**config.mk**
```make
export PLATFORM = sky130hd
export DESIGN_NAME = pc_fetch_unit
export DESIGN_NICKNAME = d
export VERILOG_FILES = /design/src/rtl/pc_fetch_unit.sv
export SDC_FILE = /design/constraint.sdc
export NUM_CORES = 1
export LEC_CHECK = 0
export CAP_MARGIN = 5
export CORE_ASPECT_RATIO = 1.2
export CORE_MARGIN = 4
export CORE_UTILIZATION = 55
export CTS_CLUSTER_DIAMETER = 80
export DETAILED_ROUTE_END_ITERATION = 10
export PLACE_DENSITY_LB_ADDON = 0.1
export REMOVE_ABC_BUFFERS = 1
export SYNTH_ARGS = -nofsm -noshare
export SYNTH_HDL_FRONTEND = slang
export SYNTH_SLANG_ARGS = --single-unit
```
**constraint.sdc**
```tcl
create_clock -name i_clk -period 6.1 [get_ports i_clk]
set_input_delay 0.61 -clock i_clk [delete_from_list [all_inputs] [get_ports i_clk]]
set_output_delay 0.61 -clock i_clk [all_outputs]
set_load 0.005 [all_outputs]
```
**src/rtl/pc_fetch_unit.sv**
```systemverilog
// Program-counter unit: registered next-PC select (seq/branch/return/hold), fetch handshake,
// halt/resume control and a circular return-address stack. PC update latency is one cycle.
module pc_fetch_unit #(
    parameter int                    DATA_WIDTH   = 32,
    parameter logic [DATA_WIDTH-1:0] RESET_VECTOR = '0,
    parameter int                    INC          = 4,
    parameter int                    RAS_DEPTH    = 4
) (
    input  logic                  i_clk,
    input  logic                  i_rst_n,
    input  logic [1:0]            i_pc_src,
    input  logic [DATA_WIDTH-1:0] i_branch_target,
    input  logic                  i_call,
    input  logic                  i_halt,
    input  logic                  i_resume,
    input  logic                  i_fetch_ready,
    output logic                  o_fetch_valid,
    output logic [DATA_WIDTH-1:0] o_pc,
    output logic                  o_misaligned,
    output logic                  o_ras_underflow,
    output logic                  o_ras_empty,
    output logic                  o_ras_full
);

    localparam int PW = $clog2(RAS_DEPTH);
    localparam int CW = PW + 1;
    localparam logic [DATA_WIDTH-1:0] W_INC      = DATA_WIDTH'(INC);
    localparam logic [DATA_WIDTH-1:0] ALIGN_MASK = W_INC - 1'b1;
    localparam logic [CW-1:0]         RAS_MAX    = CW'(RAS_DEPTH);

    typedef enum logic [1:0] {ST_BOOT, ST_RUN, ST_HALTED} state_t;

    state_t                r_state, w_state_nxt;
    logic [DATA_WIDTH-1:0] r_pc, w_pc_nxt, w_pc_inc, w_ras_top;
    logic [DATA_WIDTH-1:0] r_ras [RAS_DEPTH];
    logic [PW-1:0]         r_sp, w_sp_nxt, w_wr_idx;
    logic [CW-1:0]         r_cnt, w_cnt_nxt;
    logic                  r_fetch_valid, r_misaligned, r_underflow;
    logic                  w_push, w_pop, w_mis, w_unf, w_accept, w_empty, w_full;

    assign w_pc_inc  = r_pc + W_INC;
    assign w_ras_top = r_ras[r_sp];
    assign w_accept  = r_fetch_valid & i_fetch_ready;
    assign w_empty   = (r_cnt == '0);
    assign w_full    = (r_cnt == RAS_MAX);

    always_comb begin
        w_state_nxt = r_state;
        w_pc_nxt    = r_pc;
        w_push      = 1'b0;
        w_pop       = 1'b0;
        w_mis       = 1'b0;
        w_unf       = 1'b0;
        case (r_state)
            ST_BOOT:   w_state_nxt = ST_RUN;
            ST_HALTED: if (i_resume && !i_halt) w_state_nxt = ST_RUN;
            ST_RUN: begin
                if (i_halt) begin
                    w_state_nxt = ST_HALTED;
                end else begin
                    case (i_pc_src)
                        2'b00: if (w_accept) begin
                            w_pc_nxt = w_pc_inc;
                            w_push   = i_call;
                        end
                        2'b01: if (|(i_branch_target & ALIGN_MASK)) begin
                            w_mis = 1'b1;
                        end else begin
                            w_pc_nxt = i_branch_target;
                            w_push   = i_call;
                        end
                        2'b10: begin
                            if (w_empty) begin
                                w_unf    = 1'b1;
                                w_pc_nxt = w_pc_inc;
                            end else begin
                                w_pc_nxt = w_ras_top;
                                w_pop    = 1'b1;
                            end
                            w_push = i_call;
                        end
                        default: ;
                    endcase
                end
            end
            default: w_state_nxt = ST_BOOT;
        endcase
    end

    // Push+pop together rewrites the top slot in place; a full push silently laps the oldest.
    always_comb begin
        w_sp_nxt  = r_sp;
        w_cnt_nxt = r_cnt;
        w_wr_idx  = r_sp + 1'b1;
        if (w_push && w_pop) begin
            w_wr_idx = r_sp;
        end else if (w_push) begin
            w_sp_nxt  = r_sp + 1'b1;
            w_cnt_nxt = w_full ? r_cnt : r_cnt + 1'b1;
        end else if (w_pop) begin
            w_sp_nxt  = r_sp - 1'b1;
            w_cnt_nxt = r_cnt - 1'b1;
        end
    end

    always_ff @(posedge i_clk or negedge i_rst_n) begin
        if (!i_rst_n) begin
            r_state       <= ST_BOOT;
            r_pc          <= RESET_VECTOR;
            r_fetch_valid <= 1'b0;
            r_misaligned  <= 1'b0;
            r_underflow   <= 1'b0;
            r_sp          <= '0;
            r_cnt         <= '0;
        end else begin
            r_state       <= w_state_nxt;
            r_pc          <= w_pc_nxt;
            r_fetch_valid <= (w_state_nxt == ST_RUN);
            r_misaligned  <= w_mis;
            r_underflow   <= w_unf;
            r_sp          <= w_sp_nxt;
            r_cnt         <= w_cnt_nxt;
        end
    end

    always_ff @(posedge i_clk) begin
        if (w_push) r_ras[w_wr_idx] <= w_pc_inc;
    end

    assign o_fetch_valid   = r_fetch_valid;
    assign o_pc            = r_pc;
    assign o_misaligned    = r_misaligned;
    assign o_ras_underflow = r_underflow;
    assign o_ras_empty     = w_empty;
    assign o_ras_full      = w_full;

endmodule

```
* Yosys cells after proc, flatten, opt, wreduce, memory -nomap -nowiden *
Memory sizes are Yosys's and may differ from the RTL's.
Cells that the tools add are included.

storage, ports and cells
  register bits after elaboration = 42
  memory bits (writable) = 128
  output and inout bits = 37
  memories = 1
  logic and storage cells = 69

cells by class
  equal/unequal tests = 9
  reductions and logical operators = 12
  bitwise logic cells = 3
  add/subtract/negate cells = 5
  mux-type cells = 32

memories
  memory  words  bits a word  rd ports  clocked after memory_dff  write ports  line  text
  r_ras   4      32           1         0                         1            35    logic [DATA_WIDTH-1:0] r_ras [RAS_DEPTH];

operators by type and width
  kind                                                                 number
  32-bit two-way mux                                                   3
  32-bit case mux with 3 select lines                                  1
  32-bit by 3-bit adder with 32-bit output (second input constant)     1
  1-bit two-way mux                                                    18
  2-bit two-way mux                                                    5
  3-bit two-way mux                                                    3
  2-bit by 1-bit == test with 1-bit output (second input constant)     3
  2-bit != test (second input constant)                                3
  2-bit case mux with 3 select lines                                   1
  5-bit AND reduction                                                  1
  2-bit == test (second input constant)                                2
  2-bit zero test                                                      2
  3-bit by 1-bit adder with 3-bit output (second input constant)       1
  3-bit == test (second input constant)                                1
  3-bit zero test                                                      1
  1-bit case mux with 3 select lines                                   1
  3-bit AND reduction                                                  1
  3-bit nonzero test                                                   1
  3-bit by 1-bit subtractor with 3-bit output (second input constant)  1
  2-bit by 1-bit adder with 2-bit output (second input constant)       1
  1-bit logical AND                                                    2
  1-bit NOT                                                            2
  2-bit AND reduction                                                  1
  2-bit nonzero test                                                   1
  4 further kinds                                                      4

* Longest topological paths before layout *
  depth in word-level cells = 8
  mapped depth = 10
  mapped depth without buffers = 9

* Least setup slack after synthesis *
OpenSTA, ideal clock, no wires.

  path kind = input -> register
  start point = input i_pc_src[0]
  end point = memory r_ras[1][0], enable pin
  path buffers = 0
  stages = 8
  data required time = 5599 ps
  library setup time = 501 ps
  arrival time = 5107 ps
  slack = 491 ps
  path through = inv_1 > ha_1 > a31o_2 > o2111ai_2 > inv_1 > ha_1 > nor2b_1 > nor4_1

between the ends
  word-level cells in the longest chain between the ends = 6

ends and longest elaborated chain
  what                                                                          line     text
  from (decl)                                                                   11       input logic [1:0] i_pc_src,
  2-bit == test, or another cell as far along                                   61       case (i_pc_src)
  1-bit case mux with 3 select lines or 1-bit two-way mux (tied branches)       61
  1-bit two-way mux                                                             58       if (i_halt) begin
  1-bit two-way mux                                                             54       case (r_state)
  1-bit two-way mux or 1-bit logical AND (tied branches)                        127, 95
  1-bit two-way mux (not written as such) or 2-bit two-way mux (tied branches)  127, 95
  to (decl)                                                                     35

Parallel ways exist; a longest one is shown, timed or not.

* Final worst setup path *
  start point = input i_pc_src[1]
  end point = memory r_ras[0][10], enable pin

Same word-level chain as after synthesis.

==> out/results.md <==
| Item | This run | Unit |
| --- | --- | --- |
| Largest family of logic cells by synthesized area | compound AO/OA/AOI/OAI gates | - |
| Maximum Capacitance Violations | 0 | - |
| CP bufs+invs | 4 | - |
| Startpoint of the most critical setup path | i_pc_src[1] | - |
| Count of hold-fix buffers inserted at cts | 0 | - |
| Initial core utilization | 56.41 | % |
| Kind of start point of the critical path | input port | - |
| Root Buffer | sky130_fd_sc_hd__clkbuf_16 | - |
| Buffer levels on the longest clock path | 2 | - |
| Worst Setup End Kind | flop | - |
| Maximum operating frequency | 247.1 | MHz |
| Placer Congestion | 0.7758 | - |
| Cell type with the largest total area after synthesis | sky130_fd_sc_hd__edfxtp_1 | - |
| Pin count of the biggest net entering global routing | 43 | - |
| Worst EP arrival | 4.14 | ns |
| Die area | 0.01621 | sq mm |
| Num rows | 47 | - |
| Final setup fails | 0 | - |
| Clock latency on the worst-skew pair | 0.43 | ns |
| Post-DR wirelength/cell | 23.46 | microns |
| Clock sink total | 170 | - |
| Ports | 77 | - |
| Gr ovfl total | 0 | - |
| Critical path depth | 11 | - |
| Worst hold slack across all endpoints | 0.2590 | ns |
| Quantity of gates resized following cts | 0 | - |
| Global-route usage over all layers | 24.20 | % |
| Count of routing violations after the opening detailed-route iteration | 499 | - |
| Worst ir drop on vdd | 0.2435 | mV |
| Total number of vias | 5109 | - |
| H-Tree Depth | 4 | - |
| Post-synthesis share of cell area spent on full adders, half adders and majority gates | 1.374 | % |
| Post-route setup slack | 2.053 | ns |
| Synth Register Bits | 170 | - |
| Layout Nets | 662 | - |
| DR DRC count | 0 | - |
| Synth Cell Area | 0.007829 | sq mm |
| Proportion of layout cells with a drive suffix above 1 | 15.31 | % |
| Slowest stage cell, crit path | sky130_fd_sc_hd__o2111ai_2 | - |
| DR vias/cell | 6.402 | - |
| Relative slew margins | 19.79 | % |
| Post-synthesis cell count | 539 | - |
| Max-slew violation count | 0 | - |
| Ys flop type | sky130_fd_sc_hd__edfxtp_1 | - |
| Portion of the clock cycle consumed by the worst path in the final layout | 66.35 | % |
| Buffers inserted during post-CTS setup optimization | 0 | - |
| Core ar. | 0.01388 | sq mm |
| Number of enable flip-flop cells after synthesis | 128 | - |
| Share of flip-flops with an asynchronous set or reset | 24.71 | % |
| Mux cell area share after synthesis | 9.781 | % |
| RSZ-0062 raised after global routing | no | - |
| Synth Area in XOR/XNOR | 3.580 | % |
| Commonest non-fill, non-tap cell in the layout | sky130_fd_sc_hd__edfxtp_1 | - |
| Via count of the first global-routing pass | 5137 | - |
| Final Skew | 0.01165 | ns |
| Gate family responsible for the most delay along the worst path | buffers and inverters | - |
| Clock-pin slew on the worst setup and hold paths | 0.06 | ns |
| Synth area leaders | sky130_fd_sc_hd__edfxtp_1 (49%), sky130_fd_sc_hd__dfrtp_1 (13%), sky130_fd_sc_hd__mux4_2 (8.9%) | - |
| Fin crit period | 4.047 | ns |
| Result of the run | finished clean | - |
| Pre-CTS worst setup slack | 1.649 | ns |
| Compound-Gate Fraction of Synth Area | 11.44 | % |
| Antenna violations before repair | 0 | - |
| Antenna cells | 0 | - |
| Power per cell area | 423.1 | mW/mm^2 |
| Synth Warn # | 0 | - |
| First-pass iteration count of the detailed router | 6 | - |
| End point of the critical path | r_ras[0][10] | - |
| Required time reported for the critical path endpoint | 6.19 | ns |
| Wire length after detailed routing | 18720 | microns |
| Overall die height | 138.7 | microns |
| CP cell instances | clkdlybuf4s50_1, inv_1, ha_1, nor3b_1, o2111ai_2, inv_1, ha_1, nor2b_1, mux2i_1, nor2_2, buf_4 | - |
| Die width | 116.9 | microns |
| Yosys cell types | 63 | - |
| Worst hold-check path type | in -> async | - |
| Area grow syn2layout | 18.65 | % |
| Worst Path Max Fanout | 22 | - |
| Static leakage | 3.239 | nW |
| Final ANT Viol Nets | 0 | - |
| First-pass GRT wire length | 29170 | microns |
| Crit path kind | in -> reg | - |
| Worst path max stage delay | 0.54 | ns |
| Path depth of the worst reg2reg path | 8 | - |
| Area share of and/or/nand/nor cells after synthesis | 7.480 | % |
| Total CTS buffers | 17 | - |
| TritonCTS clock tree | built | - |
| Share of the yosys chip area belonging to registers | 62.52 | % |
| Terminus of the critical flop-to-flop path | r_ras[0][10] | - |
| DP Wirelength | 11540 | microns |
| Total negative slack for setup checks | 0 | ns |
| Worst reg2reg startpoint | r_state[1] | - |
| Avg Synthesized Cell Area | 14.52 | sq um |
| Worst R2R Setup Slack | 2.54 | ns |
| Share of the synthesized area in the top cell type | 49.10 | % |
| Most used cells in the layout excluding fill and tap cells | sky130_fd_sc_hd__edfxtp_1 (128), sky130_fd_sc_hd__clkdlybuf4s50_1 (75), sky130_fd_sc_hd__dfrtp_1 (41) | - |
| Count of port buffers added during placement | 76 | - |
| Hold violation total from the final report | 0 | - |
| Slew of the pin with the lowest slew margin | 1.203 | ns |
==> report_power, final <==
group	leakage (nW)	internal, W	total [W]	switching, W
combinational	1.25	0.000587	0.00116	0.000576
sequential	1.71	0.00151	0.00171	0.000207
clock	0.287	0.000621	0.00105	0.000432
total	3.24	0.00271	0.00393	0.00122
==> registers in the layout (all words and copies together) (netlist names) <==
name and flops:
r_state 2, o_fetch_valid 1, r_cnt 3, o_misaligned 1, r_ras 128, r_sp 2
o_ras_underflow 1, o_pc 32
==> worst min-delay path by stage <==
stage	start	to	slack [ns]	depth (start not counted)
floorplan	i_rst_n	o_fetch_valid	0.31	0
global placement	r_cnt[2]	r_cnt[2]	0.50	1
detailed placement	r_cnt[2]	r_cnt[2]	0.52	1
CTS	i_rst_n	o_pc[4]	0.29	2
global route	i_rst_n	o_pc[4]	0.31	2
finish	i_rst_n	o_pc[8]	0.26	2
==> synthesized netlist by cell type (all sizes together) (2+ instances only) <==
library cell  count
o21ai            23
nand4            10
o211ai            2
and2              5
or3b              2
o221ai            3
a22o              8
nor3b             2
o22ai            12
nor3              6
o31a             14
a221oi            4
nand3            19
and3              7
xnor2            24
a41oi             2
o311ai            3
ha                7
mux4             32
dfrtp            42
inv              26
edfxtp          128
mux2i             3
a2bb2o            2
clkbuf           18
nor4              4
buf              14
nor2b             2
a21oi            19
xor2              8
a22oi            21
nand2            34
nor2             16
==> area by class of cell <==
| cell class | instances | area [sq um] |
|---|---|---|
| Multi-Input combinational cell | 311 | 2656 |
| Inverter | 26 | 97.59 |
| Sequential cell | 170 | 4896 |
| Timing Repair Buffer | 88 | 845.8 |
| Fill cell | 1003 | 4589 |
| Clock inverter | 12 | 122.6 |
| Clock buffer | 20 | 456.7 |
| Tap cell | 171 | 214.0 |
==> cell families (layout without fill, tap and decap cells) <==
group | after synthesis | count (layout)
buffers and inverters | 58 | 146
AO/OA/AOI/OAI | 124 | 124
flip-flops | 170 | 170
multiplexers | 36 | 36
XOR/XNOR | 32 | 32
AND/OR/NAND/NOR | 111 | 111
adder cells (fa/ha/maj) | 8 | 8
==> through the flow <==
stage	area, sq um	instances	total power, W	util (%)
floorplan	7627	507	0.002380	-
global placement	8710	766	0.002861	62.76
detailed placement	8710	766	0.002893	62.76
CTS	9289	798	0.003956	66.93
global route	9289	798	0.004132	66.93
finish	9289	798	0.003930	66.93
==> worst register-to-register path: stages (launching register included) <==
cell and delay, ns:
sky130_fd_sc_hd__dfrtp_1 0.41, sky130_fd_sc_hd__nor3b_1 0.51, sky130_fd_sc_hd__o2111ai_2 0.46, sky130_fd_sc_hd__inv_1 0.15
sky130_fd_sc_hd__ha_1 0.21, sky130_fd_sc_hd__nor2b_1 0.36, sky130_fd_sc_hd__mux2i_1 0.15, sky130_fd_sc_hd__nor2_2 0.51
sky130_fd_sc_hd__buf_4 0.45
==> layer usage <==
metal | part of all wire, % | vias to the layer above | track usage [%]
met2 | 51 | 232 | 39.20
met3 | 6.6 | 29 | 5.325
met1 | 41 | 2582 | 32.56
met5 | 0 | - | 0
met4 | 2.1 | 0 | 7.850
li1 | - | 2266 | -
(Power assumes the default switching activity.)
